`src/rtl/qpsk_pkg.sv`:
```
// Shared constants and helpers for the QPSK symbol framer.
package qpsk_pkg;
  localparam logic MODE_SOFT = 1'b0;
  localparam logic MODE_HARD = 1'b1;
  localparam int SYMS_PER_WORD = 16;
  localparam int PACK_W = 2 * SYMS_PER_WORD;

  // Hard decision: sign bit of each component, 1 = negative.
  function automatic logic [1:0] hard_bits(input logic i_msb, input logic q_msb);
    return {i_msb, q_msb};
  endfunction
endpackage

```
`src/rtl/qpsk_sym_fifo.sv`:
```
// Beat FIFO with a registered first-word-fall-through output stage.
// The output register counts toward capacity, so total occupancy never exceeds 2^AW.
module qpsk_sym_fifo #(
  parameter int W  = 33,
  parameter int AW = 5
) (
  input  logic          ce_clk,
  input  logic          ce_rst,
  input  logic          wr_en,
  input  logic [W-1:0]  wr_data,
  output logic          full,
  output logic [W-1:0]  rd_data,
  output logic          rd_valid,
  input  logic          rd_ready,
  output logic [AW:0]   level
);
  localparam int DEPTH = 1 << AW;
  localparam logic [AW:0] DEPTH_L = DEPTH[AW:0];

  logic [W-1:0] mem [DEPTH];
  logic [AW:0]  wr_ptr, rd_ptr, mem_cnt;
  logic         wr, pop, load;

  assign full    = (level == DEPTH_L);
  assign wr      = wr_en & ~full;
  assign pop     = rd_valid & rd_ready;
  assign mem_cnt = wr_ptr - rd_ptr;
  // A word written this cycle is not visible to the output stage until the next one.
  assign load    = (mem_cnt != '0) & (~rd_valid | pop);

  always_ff @(posedge ce_clk)
    if (wr) mem[wr_ptr[AW-1:0]] <= wr_data;

  always_ff @(posedge ce_clk or posedge ce_rst) begin
    if (ce_rst) begin
      wr_ptr   <= '0;
      rd_ptr   <= '0;
      rd_data  <= '0;
      rd_valid <= 1'b0;
      level    <= '0;
    end else begin
      if (wr) wr_ptr <= wr_ptr + 1'b1;
      if (load) begin
        rd_ptr   <= rd_ptr + 1'b1;
        rd_data  <= mem[rd_ptr[AW-1:0]];
        rd_valid <= 1'b1;
      end else if (pop) begin
        rd_valid <= 1'b0;
      end
      level <= level + {{AW{1'b0}}, wr} - {{AW{1'b0}}, pop};
    end
  end
endmodule

```
`src/rtl/qpsk_symbol_framer.sv`:
```
// Symbol-rate framer: captures strobed IQ beats, optionally packs hard decisions,
// re-frames to cfg_spp beats per packet and buffers the result without upstream stall.
module qpsk_symbol_framer
  import qpsk_pkg::*;
#(
  parameter int IQ_W    = 16,
  parameter int FIFO_AW = 5,
  parameter int SPP_W   = 12
) (
  input  logic                 ce_clk,
  input  logic                 ce_rst,
  input  logic [2*IQ_W-1:0]    s_axis_tdata,
  input  logic                 s_axis_tvalid,
  output logic                 s_axis_tready,
  input  logic                 sym_stb,
  input  logic                 cfg_mode,
  input  logic [SPP_W-1:0]     cfg_spp,
  input  logic                 cfg_flush,
  output logic [2*IQ_W-1:0]    m_axis_tdata,
  output logic                 m_axis_tlast,
  output logic                 m_axis_tvalid,
  input  logic                 m_axis_tready,
  output logic [15:0]          overflow_cnt,
  output logic [FIFO_AW:0]     fifo_level
);
  localparam int DW   = 2 * IQ_W;
  localparam int PC_W = $clog2(SYMS_PER_WORD);
  localparam logic [PC_W-1:0] LAST_SYM = PC_W'(SYMS_PER_WORD - 1);

  logic             sym, closed, mode_eff, hard, flush_go, word_done;
  logic             mode_q;
  logic [SPP_W-1:0] spp_q, spp_eff, spp_lim, beat_cnt;
  logic [PC_W-1:0]  pack_cnt;
  logic [PC_W:0]    pack_pos;
  logic [PACK_W-1:0] pack_q, pack_nxt;
  logic             form, form_last;
  logic [DW-1:0]    form_data;
  logic             beat_vld, beat_last;
  logic [DW-1:0]    beat_data;
  logic             fifo_full;

  assign s_axis_tready = ~ce_rst;
  assign sym      = s_axis_tvalid & sym_stb;
  assign closed   = (beat_cnt == '0) && (pack_cnt == '0);
  // While no packet is open the live config applies, so the first symbol already uses it.
  assign mode_eff = closed ? cfg_mode : mode_q;
  assign spp_eff  = closed ? cfg_spp  : spp_q;
  assign spp_lim  = (spp_eff == '0) ? '0 : spp_eff - 1'b1;
  assign hard     = (mode_eff == MODE_HARD);
  assign flush_go = cfg_flush & (~closed | sym);
  assign word_done = hard & sym & (pack_cnt == LAST_SYM);
  assign pack_pos = {~pack_cnt, 1'b0};

  always_comb begin
    pack_nxt = pack_q;
    if (sym) pack_nxt[pack_pos +: 2] = hard_bits(s_axis_tdata[DW-1], s_axis_tdata[IQ_W-1]);
    form      = (sym & ~hard) | word_done | flush_go;
    form_last = flush_go | (beat_cnt == spp_lim);
    form_data = '0;
    if (hard)     form_data[PACK_W-1:0] = pack_nxt;
    else if (sym) form_data = s_axis_tdata;
  end

  always_ff @(posedge ce_clk or posedge ce_rst) begin
    if (ce_rst) begin
      mode_q       <= MODE_SOFT;
      spp_q        <= '0;
      beat_cnt     <= '0;
      pack_cnt     <= '0;
      pack_q       <= '0;
      beat_vld     <= 1'b0;
      beat_last    <= 1'b0;
      beat_data    <= '0;
      overflow_cnt <= '0;
    end else begin
      if (closed) begin
        mode_q <= cfg_mode;
        spp_q  <= cfg_spp;
      end
      if (form) beat_cnt <= form_last ? '0 : beat_cnt + 1'b1;
      if (hard & sym & ~form) begin
        pack_q   <= pack_nxt;
        pack_cnt <= pack_cnt + 1'b1;
      end else if (form) begin
        pack_q   <= '0;
        pack_cnt <= '0;
      end
      beat_vld <= form;
      if (form) begin
        beat_data <= form_data;
        beat_last <= form_last;
      end
      // Drop is decided at the write stage; framing counters above are unaffected.
      if (beat_vld & fifo_full & ~&overflow_cnt) overflow_cnt <= overflow_cnt + 1'b1;
    end
  end

  qpsk_sym_fifo #(.W(DW + 1), .AW(FIFO_AW)) u_fifo (
    .ce_clk   (ce_clk),
    .ce_rst   (ce_rst),
    .wr_en    (beat_vld),
    .wr_data  ({beat_last, beat_data}),
    .full     (fifo_full),
    .rd_data  ({m_axis_tlast, m_axis_tdata}),
    .rd_valid (m_axis_tvalid),
    .rd_ready (m_axis_tready),
    .level    (fifo_level)
  );
endmodule

```
`config.mk`:
```
export PLATFORM = sky130hd
export DESIGN_NAME = qpsk_symbol_framer
export DESIGN_NICKNAME = d
export VERILOG_FILES = /design/src/rtl/qpsk_pkg.sv /design/src/rtl/qpsk_sym_fifo.sv /design/src/rtl/qpsk_symbol_framer.sv
export SDC_FILE = /design/constraint.sdc
export NUM_CORES = 2
export LEC_CHECK = 0
export ABC_AREA = 1
export CAP_MARGIN = 20
export CORE_MARGIN = 2
export CORE_UTILIZATION = 40
export CTS_BUF_LIST = sky130_fd_sc_hd__clkbuf_8 sky130_fd_sc_hd__clkbuf_16
export CTS_CLUSTER_DIAMETER = 150
export CTS_CLUSTER_SIZE = 12
export DETAILED_ROUTE_END_ITERATION = 6
export MAX_ROUTING_LAYER = met4
export PLACE_DENSITY = 0.63
export SLEW_MARGIN = 0
export SYNTH_ARGS = -nofsm -noshare
export SYNTH_HDL_FRONTEND = slang
export SYNTH_SLANG_ARGS = --single-unit
```
`constraint.sdc`:
```
create_clock -name ce_clk -period 6.3 [get_ports ce_clk]
set_input_delay 0.63 -clock ce_clk [delete_from_list [all_inputs] [get_ports ce_clk]]
set_output_delay 0.63 -clock ce_clk [all_outputs]
set_load 0.1 [all_outputs]
```
Word-level counts from Yosys, hierarchy flattened
Memories as Yosys holds them, arrays and structs flattened. A register that Yosys moved wholly into a read port is not among the register bits.
Cells that the tools add are included.
W data, S select, Z words.
{"block": "totals", "register_bits": 130, "mem_bits_rw": 1056, "input_bits": 51, "output_inout_bits": 57, "wordCells": 77, "n_memories": 1}
{"memory": "u_fifo.mem", "depth": 32, "word_bits": 33, "read_ports": 1, "rd_ports_with_merged_regs": 1, "wr": 1, "line_no": "qpsk_sym_fifo.sv:20", "text": "logic [W-1:0] mem [DEPTH];"}
{"block": "classes", "add_sub_neg": 10, "n_eq_ne": 3, "shifts": 2, "n_mux": 16, "bitwise_logic": 23, "reduce_logical": 9}
{"cell": "$mux W32", "n": 5}
{"cell": "$mux W12", "n": 3}
{"cell": "$bwmux W32", "n": 1}
{"cell": "$shift A2 B7 Y32 const A", "n": 1}
{"cell": "$shiftx A2 B7 Y32", "n": 1}
{"cell": "$logic_not A12 Y1", "n": 2}
{"cell": "$add A16 B1 Y16 const B", "n": 1}
{"cell": "$reduce_and A16 Y1", "n": 1}
{"cell": "$add A12 B1 Y12 const B", "n": 1}
{"cell": "$add A6 B1 Y6 const B", "n": 2}
{"cell": "$eq A12 B12 Y1", "n": 1}
{"cell": "$sub A12 B1 Y12 const B", "n": 1}
{"cell": "$and A1 B1 Y1", "n": 11}
{"cell": "$mux W4", "n": 2}
{"cell": "$neg A5 Y7", "n": 1}
{"cell": "$add A6 B1 Y6", "n": 1}
{"cell": "$eq A6 B6 Y1 const B", "n": 1}
{"cell": "$not A1 Y1", "n": 6}
{"cell": "$reduce_bool A6 Y1", "n": 1}
{"cell": "$sub A6 B1 Y6", "n": 1}
{"cell": "$sub A6 B6 Y6", "n": 1}
{"cell": "$mux W1", "n": 5}
{"cell": "$or A1 B1 Y1", "n": 5}
{"cell": "$add A4 B1 Y4 const B", "n": 1}
{"cell": "6 further kinds", "n": 7}

Logic depth before layout (Yosys ltp)
{"block": "logic_depth", "ltp_word": 10, "ltp_mapped": 25, "depth_no_buf": 24}

Cells and area by module
From an unflattened synthesis, not the netlist that was laid out.
{"block": "hier_totals", "cells_unflattened": 5236, "hier_area_um2": 53084.7}
{"mod": "qpsk_sym_fifo", "n_inst": 1, "cells_each": 4413, "area_per_inst_um2": 46759.8, "seq_area_each_um2": 33011.7}
{"mod": "qpsk_symbol_framer", "n_inst": 1, "cells_each": 823, "area_per_inst_um2": 6324.8, "seq_area_each_um2": 2777.7}

Worst setup path after synthesis
Ideal clock, no wire load.
{"block": "synth_path", "path_kind": "input to output", "start": "input port ce_rst", "end": "output port s_axis_tready", "arrival_ps": 4543, "t_required_ps": 5670, "setup_slack_ps": 1127, "cell_stages": 1, "path_buffers": 0, "path_cell_list": "inv_1"}
{"block": "synth_between", "elab_chain_len": 1}
{"item": "start, declared", "line_no": "qpsk_symbol_framer.sv:11", "text": "input logic ce_rst,"}
{"item": "$not A1 Y1", "line_no": "qpsk_symbol_framer.sv:42", "text": "assign s_axis_tready = ~ce_rst;"}
{"item": "end, declared", "line_no": "qpsk_symbol_framer.sv:14", "text": "output logic s_axis_tready,"}
No other way between the ends.

Worst setup path after layout
{"block": "layout_path", "start": "register pack_cnt[0]", "end": "register pack_q[26]"}
{"block": "layout_between", "elab_chain_len": 10, "elab_cells_between_ends": 23, "cone_classes": "1 x add/sub; 1 x eq/ne; 2 x shift; 4 x mux; 12 x bitwise; 3 x reduce/logical"}
{"item": "start, declared", "line_no": "qpsk_symbol_framer.sv:33", "text": "logic [PC_W-1:0] pack_cnt;"}
{"item": "start signal, assigned", "line_no": "qpsk_symbol_framer.sv:83", "text": "pack_cnt <= pack_cnt + 1'b1;"}
{"item": "parallel branches: the longest is 10 deep, another holds $neg A5 Y7"}
{"item": "end signal, assigned", "line_no": "qpsk_symbol_framer.sv:82", "text": "pack_q <= pack_nxt;"}
{"item": "end, declared", "line_no": "qpsk_symbol_framer.sv:35", "text": "logic [PACK_W-1:0] pack_q, pack_nxt;"}
Several ways; the timed one is not identified.
A chain may end at the register's enable or synchronous reset.

==> results.ini <==
[floorplanning]
core_mm2=0.1222
start_util_pct=40.40
fp.dieW_um=355.3
die-area_mm2=0.1263
num_io_pins=108
die_h_um=355.3
row_count=128

[drt]
routed_wl_um=136500
vias=32668
drc=0
routedWlPerCell_um=23.77
ant_nets=0
dr.first_iter.drc_count=3604
vias_per_cell=5.689
drt_pre_antenna_iters=5

[placed_design]
place_ws_ns=1.207
gp_congestion=0.8121
portBuffers=107
place_hpwl_um=74460
place_area_mm2=0.05234

[finish]
syn2layout_area_growth_pct=12.94
mostFrequentLayoutCells=edfxtp_1 (1056), nor2_1 (629), o21ai_0 (620), nand2_1 (352), inv_1 (207)
utilization_pct=45.63
final_common_cell=edfxtp_1
drive_above_1_share_pct=7.362
design_area_mm2=0.05576
fin_nets=4101

[worst_hold_path]
holdCritStartpoint=u_fifo.rd_data[31]
min_to=u_fifo.rd_data[31]
worstHoldPathCells=2
hold_path_class=reg -> reg

[logic_synthesis]
synth.distinct_cells=44
synth_ff_type=edfxtp_1
yosysSeqAreaShare_pct=72.49
synth_edf_count=1056
yosys_register_bits=1219
netlist_area_mm2=0.04937
avgSynthCellArea_um2=12.42
synth-async-reset-ratio_pct=13.37
synthesis.nets=4052
syn_inst=3974
yosysWarnings=0

[critical_path]
endpoint_kind=register
r2r_slack_ns=1.72
r2r_cells=14
crit_slowest_cell=nand3_2
slowest_delay_ns=0.83
critPathTopFamily=simple AND/OR/NAND/NOR gates
cp_max_fo=64
r2r-end=pack_q[26]
crit_required_ns=6.89
critPathBufInv=4
arrival_ns=5.17
r2r-start=pack_cnt[0]
path_class=reg -> reg
worstSetupStartpointType=register
cp_cell_sequence=inv_2 > ha_1 > nand2_1 > inv_1 > nand2_1 > nor2_4 > nand2_4 > o21a_2 > buf_4 > nand2_2 > nand3_4 > inv_2 > nand3_2 > o21ai_0

[global_routing]
grt.total_usage_pct=21.87
grt_pass1_wl_um=201900
grt_max_degree=133
grt_pass1_vias=31111
gr-total-overflow=0
antenna_found_initial=1

[cts]
clk_path_buf_depth=3
root_buffer=clkbuf_16
numCtsBuffers=111
cts_hold_buffers=0
worstSkewPairLatency_ns=0.69
cts.sinks=1219
cts_tree=yes
path_clk_slew_ns=0.06
post-cts-setup-buffers=0
htree_levels=3
cts_resized=0

[sta]
finalSetupViolCount=0
slew_headroom_pct=22.30
setup_ws_ns=1.716
period_needed_ns=4.584
hold_violations=0
rsz0062_at_grt=false
tns_ns=0
finalCritPeriodShare_pct=72.76
clock_skew_ns=0.02543
tightest_slew_ns=1.163
holdWs_ns=0.4848
slew_viol_final=0
fmax_ghz=0.2182

[pwr]
pwr_density_cell_mw_per_mm2=497.6
leakage_nw=19.04
vdd_ir_drop_max_mv=0.6757

[run]
max_cap_violations=0

[outcome]
status=completed

-- routing by layer --
| layer | global-route usage, % | vias up | wire (µm) | share of wire [%] |
|---|---|---|---|---|
| li1 | - | 14685 | - | - |
| met1 | 28.80 | 16377 | 56270 | 41 |
| met2 | 35.34 | 1352 | 66240 | 49 |
| met3 | 2.826 | 254 | 10050 | 7.4 |
| met4 | 6.941 | 0 | 3933 | 2.9 |
| met5 | - | - | 0 | 0 |
-- worst min-delay path: cells and delay by family (launching register included) --
family	cells	cell delay, ns
AOI/OAI and AO/OA	1	0.06
and+or+nand+nor	1	0.05
DFF	1	0.34
-- worst max-delay path by stage --
stage,startpoint,to,cells after the start
3_5_place_dp,s_axis_tvalid,pack_q[18],9
6_report,pack_cnt[0],pack_q[26],14
4_1_cts,pack_cnt[0],pack_q[18],14
5_1_grt,pack_cnt[0],pack_cnt[2],14
3_3_place_gp,s_axis_tvalid,pack_q[26],9
2_1_floorplan,ce_rst,beat_cnt[0],1
-- final cells by class --
type	instances	area (µm²)
Fill cell	10768	66440
Timing Repair Buffer	192	1911
Multi-Input combinational cell	2369	12320
Tap cell	1625	2033
Clock inverter	94	384.1
Sequential cell	1219	35800
Antenna cell	1	2.502
Clock buffer	112	2803
Inverter	130	509.2
-- stage by stage --
step | total power (W) | cells
6_report | 0.02775 | 5742
2_1_floorplan | 0.01809 | 3974
4_1_cts | 0.02767 | 5731
5_1_grt | 0.02914 | 5742
3_5_place_dp | 0.02167 | 5525
3_3_place_gp | 0.02150 | 5523
-- report_power, final --
part           switching (W)  leakage (nW)  internal [W]
combinational        0.00764          5.39       0.00271
sequential          0.000891          11.8        0.0104
clock                0.00287          1.87       0.00319
total                 0.0114          19.0        0.0163
-- Yosys cell counts (all sizes together), types with 34 or more instances --
| master | count | share of area (%) |
|---|---|---|
| dfrtp | 163 | 8.3 |
| edfxtp | 1056 | 64 |
| inv | 127 | 0.97 |
| clkbuf | 232 | 1.8 |
| o21ai | 632 | 6.4 |
| o22ai | 186 | 2.4 |
| nand4 | 34 | 0.43 |
| o221ai | 103 | 1.8 |
| nor2 | 672 | 5.3 |
| nand2 | 371 | 2.9 |
| xor2 | 36 | 0.64 |
| nand3 | 142 | 1.5 |
-- cell families after synthesis --
kind of cell / synth area share (%)
adders and majority gates: 0.6994
xor gates and xnor gates: 0.7805
and+or+nand+nor: 10.51
DFF: 72.49
AOI/OAI and AO/OA: 12.37
muxes: 0.08110
buffers and inverters: 3.064
-- sequential cells by signal, indices dropped and copies added, names as in the netlist --
register,cells
u_fifo.rd_valid,1
beat_data,32
overflow_cnt,16
u_fifo.level,6
spp_q,12
u_fifo.rd_ptr,6
u_fifo.wr_ptr,6
pack_q,32
beat_cnt,12
u_fifo.mem,1056
beat_last,1
beat_vld,1
mode_q,1
u_fifo.rd_data,33
pack_cnt,4
Note: power is estimated with default switching activity, not from simulation.
